$ cat src/rtl/cnn_stream_loader.sv
// Packs a header/matrix word stream into bus writes and job start for cnn_hw_accelerator.
// Define CNN_LOADER_CHECK_EN to enable dimension/length checking, errorOut and the DRAIN state.
module cnn_stream_loader #(
  parameter int          BUS_ADDR_WIDTH = 32,
  parameter int          BUS_DATA_WIDTH = 64,
  parameter int          DATA_WIDTH     = 32,
  parameter int          MAX_SIZE       = 4096,
  parameter int unsigned DATA_ADDR      = 0,
  parameter int unsigned FILT_ADDR      = 16384,
  localparam int         DIM_WIDTH      = $clog2(MAX_SIZE) + 1
) (
  input  logic                        clkIn,
  input  logic                        rstIn,
  input  logic [DATA_WIDTH-1:0]       dataIn,
  input  logic                        validIn,
  input  logic                        lastIn,
  output logic                        readyOut,
  output logic [DIM_WIDTH-1:0]        dataRowsOut,
  output logic [DIM_WIDTH-1:0]        dataColsOut,
  output logic [DIM_WIDTH-1:0]        filtRowsOut,
  output logic [DIM_WIDTH-1:0]        filtColsOut,
  output logic [BUS_ADDR_WIDTH-1:0]   addrOut,
  output logic [BUS_DATA_WIDTH/8-1:0] wrEnOut,
  output logic [BUS_DATA_WIDTH-1:0]   wrDataOut,
  output logic                        startOut,
  output logic                        busyOut,
  output logic                        errorOut
);
  localparam int NUM_WORDS  = BUS_DATA_WIDTH / DATA_WIDTH;
  localparam int LANE_W     = (NUM_WORDS > 1) ? $clog2(NUM_WORDS) : 1;
  localparam int LANE_BYTES = DATA_WIDTH / 8;
  localparam int BUS_BYTES  = BUS_DATA_WIDTH / 8;
  localparam int CNT_W      = DIM_WIDTH + 1;

  typedef enum logic [3:0] {
    IDLE, DCOLS, DROWS, DLOAD, FCOLS, FROWS, FLOAD, START
`ifdef CNN_LOADER_CHECK_EN
    , DRAIN
`endif
  } state_t;

  state_t                    state, nextState;
  logic                      accept, loading, beatNow, endMatrix;
  logic [LANE_W-1:0]         laneIdx;
  logic [CNT_W-1:0]          beatCnt;
  logic [BUS_DATA_WIDTH-1:0] packBuf, beatData;
  logic [BUS_BYTES-1:0]      beatEn;
  logic [BUS_ADDR_WIDTH-1:0] beatAddr;
  logic [DIM_WIDTH-1:0]      dimIn;

  assign dimIn   = dataIn[DIM_WIDTH-1:0];
  assign accept  = validIn && readyOut;
  assign loading = (state == DLOAD) || (state == FLOAD);
  assign busyOut = (state != IDLE);

  always_comb begin
    case (state)
      DCOLS, DROWS, DLOAD, FCOLS, FROWS, FLOAD: readyOut = 1'b1;
`ifdef CNN_LOADER_CHECK_EN
      DRAIN:                                   readyOut = 1'b1;
`endif
      default:                                 readyOut = 1'b0;
    endcase
  end

`ifdef CNN_LOADER_CHECK_EN
  logic [CNT_W-1:0]       elemCnt, prodReg;
  logic [2*DIM_WIDTH-1:0] prodFull;
  logic [DIM_WIDTH-1:0]   colsCur;
  logic                   countDone, headerBad, loadErr, setErr;

  assign colsCur   = (state == FROWS) ? filtColsOut : dataColsOut;
  assign prodFull  = (2*DIM_WIDTH)'(dimIn) * (2*DIM_WIDTH)'(colsCur);
  assign headerBad = (dimIn == '0) || (colsCur == '0) ||
                     (prodFull > (2*DIM_WIDTH)'(MAX_SIZE));
  assign countDone = (elemCnt + CNT_W'(1)) == prodReg;
  assign endMatrix = lastIn || countDone;
  // A matrix is well formed only when lastIn and the element count agree
  assign loadErr   = (lastIn != countDone);
`else
  assign endMatrix = lastIn;
`endif

  assign beatNow  = accept && loading && ((laneIdx == LANE_W'(NUM_WORDS - 1)) || endMatrix);
  assign beatAddr = BUS_ADDR_WIDTH'((state == FLOAD) ? FILT_ADDR : DATA_ADDR) +
                    BUS_ADDR_WIDTH'(beatCnt) * BUS_ADDR_WIDTH'(BUS_BYTES);

  always_comb begin
    beatData = packBuf;
    beatData[laneIdx*DATA_WIDTH +: DATA_WIDTH] = dataIn;
    for (int l = 0; l < NUM_WORDS; l++)
      beatEn[l*LANE_BYTES +: LANE_BYTES] = (LANE_W'(l) <= laneIdx) ? '1 : '0;
  end

  always_comb begin
    nextState = state;
`ifdef CNN_LOADER_CHECK_EN
    setErr = 1'b0;
`endif
    case (state)
      IDLE:  if (validIn) nextState = DCOLS;
      DCOLS: if (accept) nextState = DROWS;
      FCOLS: if (accept) nextState = FROWS;
      DROWS, FROWS: if (accept) begin
        nextState = (state == DROWS) ? DLOAD : FLOAD;
`ifdef CNN_LOADER_CHECK_EN
        if (headerBad) begin
          setErr    = 1'b1;
          nextState = lastIn ? IDLE : DRAIN;
        end
`endif
      end
      DLOAD, FLOAD: if (accept && endMatrix) begin
        nextState = (state == DLOAD) ? FCOLS : START;
`ifdef CNN_LOADER_CHECK_EN
        if (loadErr) begin
          setErr    = 1'b1;
          nextState = lastIn ? IDLE : DRAIN;
        end
`endif
      end
      START: nextState = IDLE;
`ifdef CNN_LOADER_CHECK_EN
      DRAIN: if (accept && lastIn) nextState = IDLE;
`endif
      default: nextState = IDLE;
    endcase
  end

  always_ff @(posedge clkIn or posedge rstIn) begin
    if (rstIn) state <= IDLE;
    else       state <= nextState;
  end

  always_ff @(posedge clkIn or posedge rstIn) begin
    if (rstIn) begin
      dataRowsOut <= '0;
      dataColsOut <= '0;
      filtRowsOut <= '0;
      filtColsOut <= '0;
      addrOut     <= '0;
      wrEnOut     <= '0;
      wrDataOut   <= '0;
      startOut    <= 1'b0;
      laneIdx     <= '0;
      beatCnt     <= '0;
      packBuf     <= '0;
    end else begin
      wrEnOut   <= '0;
      wrDataOut <= '0;
      startOut  <= (state == START);
      if (accept) begin
        case (state)
          DCOLS, FCOLS: begin
            if (state == DCOLS) dataColsOut <= dimIn;
            else                filtColsOut <= dimIn;
            laneIdx <= '0;
            beatCnt <= '0;
            packBuf <= '0;
          end
          DROWS: dataRowsOut <= dimIn;
          FROWS: filtRowsOut <= dimIn;
          DLOAD, FLOAD: begin
            if (beatNow) begin
              wrEnOut   <= beatEn;
              wrDataOut <= beatData;
              addrOut   <= beatAddr;
              beatCnt   <= beatCnt + CNT_W'(1);
              laneIdx   <= '0;
              packBuf   <= '0;
            end else begin
              packBuf <= beatData;
              laneIdx <= laneIdx + LANE_W'(1);
            end
          end
          default: ;
        endcase
      end
    end
  end

`ifdef CNN_LOADER_CHECK_EN
  always_ff @(posedge clkIn or posedge rstIn) begin
    if (rstIn) begin
      elemCnt  <= '0;
      prodReg  <= '0;
      errorOut <= 1'b0;
    end else begin
      if (accept && state == DCOLS) errorOut <= 1'b0;
      else if (setErr)              errorOut <= 1'b1;
      if (accept) begin
        case (state)
          DROWS, FROWS: begin
            prodReg <= prodFull[CNT_W-1:0];
            elemCnt <= '0;
          end
          DLOAD, FLOAD: elemCnt <= elemCnt + CNT_W'(1);
          default: ;
        endcase
      end
    end
  end
`else
  assign errorOut = 1'b0;
`endif

endmodule
$ cat config.mk
export PLATFORM = sky130hd
export DESIGN_NAME = cnn_stream_loader
export DESIGN_NICKNAME = d
export VERILOG_FILES = /design/src/rtl/cnn_stream_loader.sv
export SDC_FILE = /design/constraint.sdc
export NUM_CORES = 1
export LEC_CHECK = 0
export CAP_MARGIN = 5
export CORE_MARGIN = 3
export CORE_UTILIZATION = 50
export CTS_CLUSTER_DIAMETER = 80
export DETAILED_ROUTE_END_ITERATION = 7
export PLACE_DENSITY_LB_ADDON = 0.2
export SLEW_MARGIN = 20
export SYNTH_ARGS = -nofsm -noshare
export SYNTH_HDL_FRONTEND = slang
export SYNTH_SLANG_ARGS = --single-unit
$ cat constraint.sdc
create_clock -name clkIn -period 9.2 [get_ports clkIn]
set_input_delay 1.84 -clock clkIn [delete_from_list [all_inputs] [get_ports clkIn]]
set_output_delay 1.84 -clock clkIn [all_outputs]
set_load 0.01 [all_outputs]
==> impl_metrics.json <==
{
  "holdBufCountCts": 0,
  "min_period_over_period": 0.4274,
  "dp_cells": 1029,
  "clock_latency_ps": 490,
  "antenna_found_initial": 0,
  "synth.cell_area_mm2": 0.008496,
  "pin_count": 196,
  "postCtsSetupBuffers": 0,
  "cp_num_cells": 3,
  "area.sequential_mm2": 0.005409,
  "hold_path_class": "register to register",
  "initialDrtViolationCount": 286,
  "final_util": 0.6663,
  "final_cells": 1066,
  "htree_levels": 1,
  "cap_violations": 0,
  "grt_max_degree": 154,
  "cts_tree": "built",
  "async_flop_share": 1.000,
  "r2r_slack_ps": 6590,
  "post-route-cell-area_mm2": 0.01105,
  "fp.dieW_um": 136.4,
  "drc_errors": 0,
  "worstPathArrival_ps": 2090,
  "dpl.hpwl_um": 11960,
  "period_minus_slack_ps": 3932,
  "numCtsBuffers": 22,
  "hold_start": "addrOut[13]",
  "clock-sinks": 216,
  "start_kind": "register",
  "yosys_warnings": 0,
  "finalWeightedCongestion": 0.8301,
  "fmax_mhz": 254.3,
  "viasPerCell": 5.259,
  "mostFrequentLayoutCells": "dfrtp_1 (215), clkdlybuf4s50_1 (177), nor2_1 (73)",
  "synth_seq_area_share": 0.6362,
  "overflow": 0,
  "firstDrtPassIters": 4,
  "skew_ps": 9.975,
  "die_h_um": 136.4,
  "crit_buf_inv": 1,
  "peakVddDrop_uv": 190.1,
  "powerDensity_mw_per_mm2": 314.8,
  "crit_type": "register to primary output",
  "synth_ff_type": "dfrtp_1",
  "crit_family": "flip-flops",
  "setup-tns-final_ps": 0,
  "grt_setup_unrepaired": "false",
  "synth.ff_latch_count": 216,
  "initial_utilization": 0.5123,
  "track_usage": 0.2049,
  "final_layout_size_suffix_gt1_frac": 0.1217,
  "crit_path_max_incr_delay_ps": 760,
  "wl_per_cell_um": 17.80,
  "cts-root-buf": "clkbuf_16",
  "detail-route-antenna-nets": 0,
  "vias": 5606,
  "wl_um": 18970,
  "yosysUniqueCellTypes": 42,
  "holdPathStages": 2,
  "synth_edf_count": 0,
  "cp_max_fo": 19,
  "nFillCells": 1230,
  "worst_r2r_startpoint": "state[1]",
  "area_growth_pct": 30.06,
  "r2r_cells": 5,
  "port_buffers": 177,
  "avgSynthCellArea_um2": 12.70,
  "coreArea_mm2": 0.01658,
  "dpl_cell_area_mm2": 0.01034,
  "slowest_stage": "dfrtp_1",
  "hold_end": "addrOut[13]",
  "nets": 872,
  "dieArea_mm2": 0.01859,
  "p_leak_nw": 5.105,
  "diodes": 0,
  "worst_pin_slew_ps": 1105,
  "clk_pin_slew_ps": 60,
  "status": "completed",
  "cts_buffer_depth": 3,
  "power.total_mw": 3.478,
  "setup_violations": 0,
  "layout_commonest_cell": "dfrtp_1",
  "num_rows": 47,
  "hold_viol": 0,
  "crit_chain": "and3_1 -> nor2_1 -> clkdlybuf4s50_1",
  "final-max-slew-violation-count": 0,
  "cp-end-kind": "primary output",
  "syn_inst": 669,
  "reg2reg_to": "beatCnt[6]",
  "ctsResizeCount": 0,
  "grt_pass1_wl_um": 30550,
  "slew_headroom": 0.2631,
  "cp_data_required_time_ps": 7360,
  "multiInputGateArea_mm2": 0.002783,
  "grt_pass1_vias": 5854
}
[worst max path at each step]
stage | slack [ps] | endpoint | from
after floorplan | 1450 | addrOut[10] | rstIn
after global placement | 5060 | beatCnt[6] | validIn
after detailed placement | 5000 | beatCnt[5] | validIn
after CTS | 5290 | readyOut | state[1]
after global routing | 5190 | readyOut | state[1]
final | 5270 | readyOut | state[1]
[logic make-up (layout without fill, tap and decap cells)]
logic type / after synthesis / in the layout / share of synthesized area
muxes: 116 / 116 / 0.1443
and+or+nand+nor: 191 / 191 / 0.1040
xor gates and xnor gates: 3 / 3 / 0.003977
adders and majority gates: 3 / 3 / 0.004419
other: 1 / 18 / 0.0004414
buffers and inverters: 71 / 231 / 0.04654
DFF: 216 / 216 / 0.6362
AOI/OAI and AO/OA: 68 / 68 / 0.06009
[synth_stat cells, types with 2 or more instances]
master      n  area share
o22ai_1     2      0.0015
o31ai_1     4      0.0035
mux2i_1    64       0.075
nor2_1     73       0.032
nor3_1      4      0.0024
and4_1      2      0.0021
nand3_1     8      0.0047
o41ai_1     3      0.0031
dfrtp_1   216        0.64
and2_1     32       0.024
a22o_1     32       0.033
a21oi_1     7      0.0041
a31oi_1     2      0.0015
buf_6       3      0.0040
or3_1       3      0.0022
and3_1      3      0.0022
clkbuf_1   24       0.011
nand2_1    53       0.023
buf_4      25       0.022
a21o_1      2      0.0018
inv_1       7      0.0031
mux2_2     52       0.069
ha_1        3      0.0044
nand4_1     4      0.0029
buf_2      10      0.0059
or4_1       5      0.0044
o21ai_0    11      0.0065
[layer usage]
metal,track usage,vias up,wire length (um)
li1,-,2583,-
met1,0.2726,2818,8068
met2,0.3382,178,9155
met3,0.05551,27,1437
met4,0.04927,0,311
met5,0,-,0
[where the power goes]
group	leakage [nW]	switching (mW)	total (mW)	internal (mW)
Sequential	2.86	0.177	1.38	1.20
Clock	0.351	0.342	0.856	0.514
Combinational	1.89	0.587	1.24	0.654
[per-stage QoR]
| step | setup WS (ps) | hold WS [ps] |
|---|---|---|
| 4_1_cts | 5289 | 482.5 |
| 5_1_grt | 5193 | 497.9 |
| 2_1_floorplan | 1452 | 452.8 |
| 3_5_place_dp | 5003 | 465.8 |
| 3_3_place_gp | 5057 | 465.7 |
| 6_report | 5268 | 478.8 |
[layout make-up]
| class | instances | share of cell area |
|---|---|---|
| inverters | 8 | 0.003850 |
| clock buffers | 31 | 0.05843 |
| clock inverters | 6 | 0.004982 |
| multi-input cells | 399 | 0.2518 |
| flip-flops and latches | 216 | 0.4895 |
| well taps | 220 | 0.02491 |
| repair buffers | 186 | 0.1665 |
[flip-flops by register name (all words and copies together) (netlist names)]
name         flops
startOut         1
laneIdx          1
state            3
packBuf         64
wrEnOut          2
dataColsOut     13
wrDataOut       64
filtRowsOut     13
filtColsOut     13
addrOut         15
beatCnt         14
dataRowsOut     13
[worst register-to-register path: cells and delay by family, from the launching register on]
| kind | cells | cell delay, ps |
|---|---|---|
| buf+inv | 1 | 410 |
| flops | 1 | 760 |
| simple gates | 3 | 1300 |
| compound gates | 1 | 70 |
Power figures use the tool's default switching activity.
==> RTL change 1: new RTL, config.mk and constraints unchanged <==
Change the parameter `BUS_DATA_WIDTH` from 64 to 128.
--- a/src/rtl/cnn_stream_loader.sv
+++ b/src/rtl/cnn_stream_loader.sv
@@ -4,3 +4,3 @@
   parameter int          BUS_ADDR_WIDTH = 32,
-  parameter int          BUS_DATA_WIDTH = 64,
+  parameter int          BUS_DATA_WIDTH = 128,
   parameter int          DATA_WIDTH     = 32,
Ports: changed (resized wrDataOut and wrEnOut); port bits go from 196 to 268. The function was not compared with the original's and may differ.
==> RTL change 1 against the unedited design <==
Wire length is 90% higher; final cell count is 70% higher; die area is 64% higher; via count is 78% higher; cell area is 61% higher; critical endpoint is now packBuf[121]$_DFFE_PP0P_; setup slack worse by 0.22 ns; total power is 29% higher; sequential cell count is 131 higher; clock skew is 0.0085 ns higher; global-route usage is 3.1 points higher; area after synthesis is 67% higher.
==> RTL change 1: results (changes against the unedited design) <==
outcome completed; met3 global-route usage 4.70% (-0.86 points); Cells after Synth 1240 (+85%); met2 wire length 17200 µm (+88%); non-clock buffer area fraction after layout 14.6% (-2.0 points); met2 usage 38.5% (+4.7 points); r2r endpoint wrDataOut[41]$_DFF_PP0_; Crit. Startpoint validIn; DR vias/cell 5.49 (+4.4%); Starting DRT DRC Count 763 (+170%); Worst-Margin Slew 1.11 ns (+0.00180 ns); # fillers 2193 (+78%); XOR/XNOR Fraction of Synth Area 0.123% (-0.27 points); sequential share of the synthesized area 61.1% (-2.5 points); distinct cell type count after synthesis 50 (+19%); clk_lat worst skew 0.51 ns (+0.02 ns); clock skew 0.0185 ns (+0.00848 ns); total CTS buffers 37 (+68%); Total Routing Usage GR 23.6% (+3.1 points); FF/Latch Area 8680 µm² (+61%); R2R setup slack 5.74 ns (-0.85 ns); post-synthesis mux area share 4.34% (-10 points); reg2reg path depth 8 (+3); biggest regs packBuf (128), wrDataOut (128), addrOut (15); slowest stage cell, crit path and3_1; DR WL/cell 19.9 µm (+12%); crit path max fanout 20 (+1)
## RTL change 1: cell count changes in the layout (fill, tap and decap cells not counted), sizes merged, moves of 20 or more
cell           before  now
a22o               32  129
clkbuf             31   51
clkdlybuf4s50     177  249
mux2i              64    2
dfrtp             216  347
a21oi               7  132
nor2               73  139
and2               32    3
nor2b               1  129
## RTL change 1: how the worst max path moves through the flow
stage / end / slack, ns / depth (start not counted)
2_1_floorplan: addrOut[10]$_DFFE_PP0P_ / 2.72 / 1
6_report: packBuf[121]$_DFFE_PP0P_ / 5.05 / 6
3_3_place_gp: packBuf[110]$_DFFE_PP0P_ / 4.57 / 6
4_1_cts: packBuf[121]$_DFFE_PP0P_ / 5.04 / 6
3_5_place_dp: packBuf[110]$_DFFE_PP0P_ / 4.51 / 6
5_1_grt: wrDataOut[39]$_DFF_PP0_ / 4.83 / 5
## RTL change 1: power breakdown
group          total (mW)  switching [mW]  internal (mW)
sequential           1.85           0.122           1.73
clock                1.41           0.583          0.825
combinational        1.24           0.708          0.536
==> RTL change 2: new RTL, same settings <==
Made on the original files. The 8 states of `state_t` get a one-hot encoding in 8 bits.
--- a/src/rtl/cnn_stream_loader.sv
+++ b/src/rtl/cnn_stream_loader.sv
@@ -34,4 +34,4 @@
 
-  typedef enum logic [3:0] {
-    IDLE, DCOLS, DROWS, DLOAD, FCOLS, FROWS, FLOAD, START
+  typedef enum logic [7:0] {
+    IDLE = 8'b00000001, DCOLS = 8'b00000010, DROWS = 8'b00000100, DLOAD = 8'b00001000, FCOLS = 8'b00010000, FROWS = 8'b00100000, FLOAD = 8'b01000000, START = 8'b10000000
 `ifdef CNN_LOADER_CHECK_EN
Formal check against the unedited RTL: no difference found for any inputs over 4 cycles, from zero or initial values and one cycle with rstIn high; so few cycles prove little.
==> RTL change 2 against the unedited design <==
Hold slack got worse by 0.0070 ns; global-route usage fell by 0.38 points; wire length rose by 4.5%; first-iteration DRC count rose by 10%; sequential cell count rose by 5; register-to-register slack got worse by 0.53 ns; area after synthesis rose by 4.5%; largest cell class unchanged; non-clock buffer count fell by 4; setup slack got worse by 0.50 ns; cell area rose by 3.2%; die area rose by 4.3%.
Power is not compared: it rests on default switching activity, and its combinational part moved more than twofold at a synthesized area within 25%.
==> RTL change 2: results (changes against the unedited design) <==
met3 global-route usage 5.84% (+0.29 points); H-tree levels 1 (unchanged); CP top delay family buffers and inverters; Starting DRT DRC Count 315 (+10%); sequential share of the synthesized area 62.3% (-1.3 points); leading cell types by total area after synthesis dfrtp_1, mux2i_1, mux2_2; biggest regs packBuf (64), wrDataOut (64), addrOut (15); met1 Use GR 28.1% (+0.83 points); DR vias/cell 5.42 (+3.2%); Synth top cells by count dfrtp_1, nor2_1, mux2i_1; # fillers 1282 (+4.2%); metal1 wirelength 8670 µm (+7.5%); fin cells 1107 (+3.8%); worst r2r src state[5]$_DFFE_PP0P_; share of layout cells above drive strength 1 11.7% (-0.50 points); total CTS buffers 23 (+4.5%); Setup crit start kind primary input; Post-DP Area 10700 µm² (+3.3%); crit path max fanout 68 (+49); distinct cell type count after synthesis 51 (+21%); Layout Nets 909 (+4.2%); met2 wire length 9180 µm (+0.31%); WL met3 1640 µm (+14%); clock skew 0.00551 ns (-0.00446 ns); worst hold start addrOut[10]$_DFFE_PP0P_; gp weighted congestion 0.865 (+4.2%); XOR/XNOR Fraction of Synth Area 0.789% (+0.39 points); pre-CTS worst setup slack 4.27 ns (-0.731 ns); Worst slew margin 26.3% (+0.038 points); slowest stage cell, crit path clkdlybuf4s50_1; Detailed Place HPWL 12700 µm (+6.4%); post-synthesis mux area share 14.1% (-0.38 points); Arr. time, crit path 4.80 ns (+2.71 ns); DR WL/cell 17.9 µm (+0.66%); met2 usage 31.6% (-2.2 points); outcome completed; Cells after Synth 713 (+6.6%); complex-gate fraction of the synthesized area 5.89% (-0.12 points)
-- RTL change 2: area by class of cell --
type	count	area [µm²]	share of cell area, %
clock inverters	5	50.0	0.439
inverters	6	30.0	0.263
well taps	225	282	2.47
clock buffers	32	649	5.69
repair buffers	182	1830	16.0
flip-flops and latches	221	5540	48.5
multi-input cells	436	3030	26.6
-- RTL change 2: path summary, 6_finish.rpt --
path | endpoint | slack (ns) | cells past startpoint
worst max-delay path | beatCnt[12]$_DFFE_PP0P_ | 4.77 | 7
worst min-delay path | addrOut[10]$_DFFE_PP0P_ | 0.47 | 2
worst max register to register | beatCnt[12]$_DFFE_PP0P_ | 6.06 | 6
worst min register to register | addrOut[10]$_DFFE_PP0P_ | 0.47 | 2
max in group asynchronous | beatCnt[12]$_DFFE_PP0P_ | 5.71 | 3
min in group asynchronous | dataRowsOut[0]$_DFFE_PP0P_ | 1.95 | 2
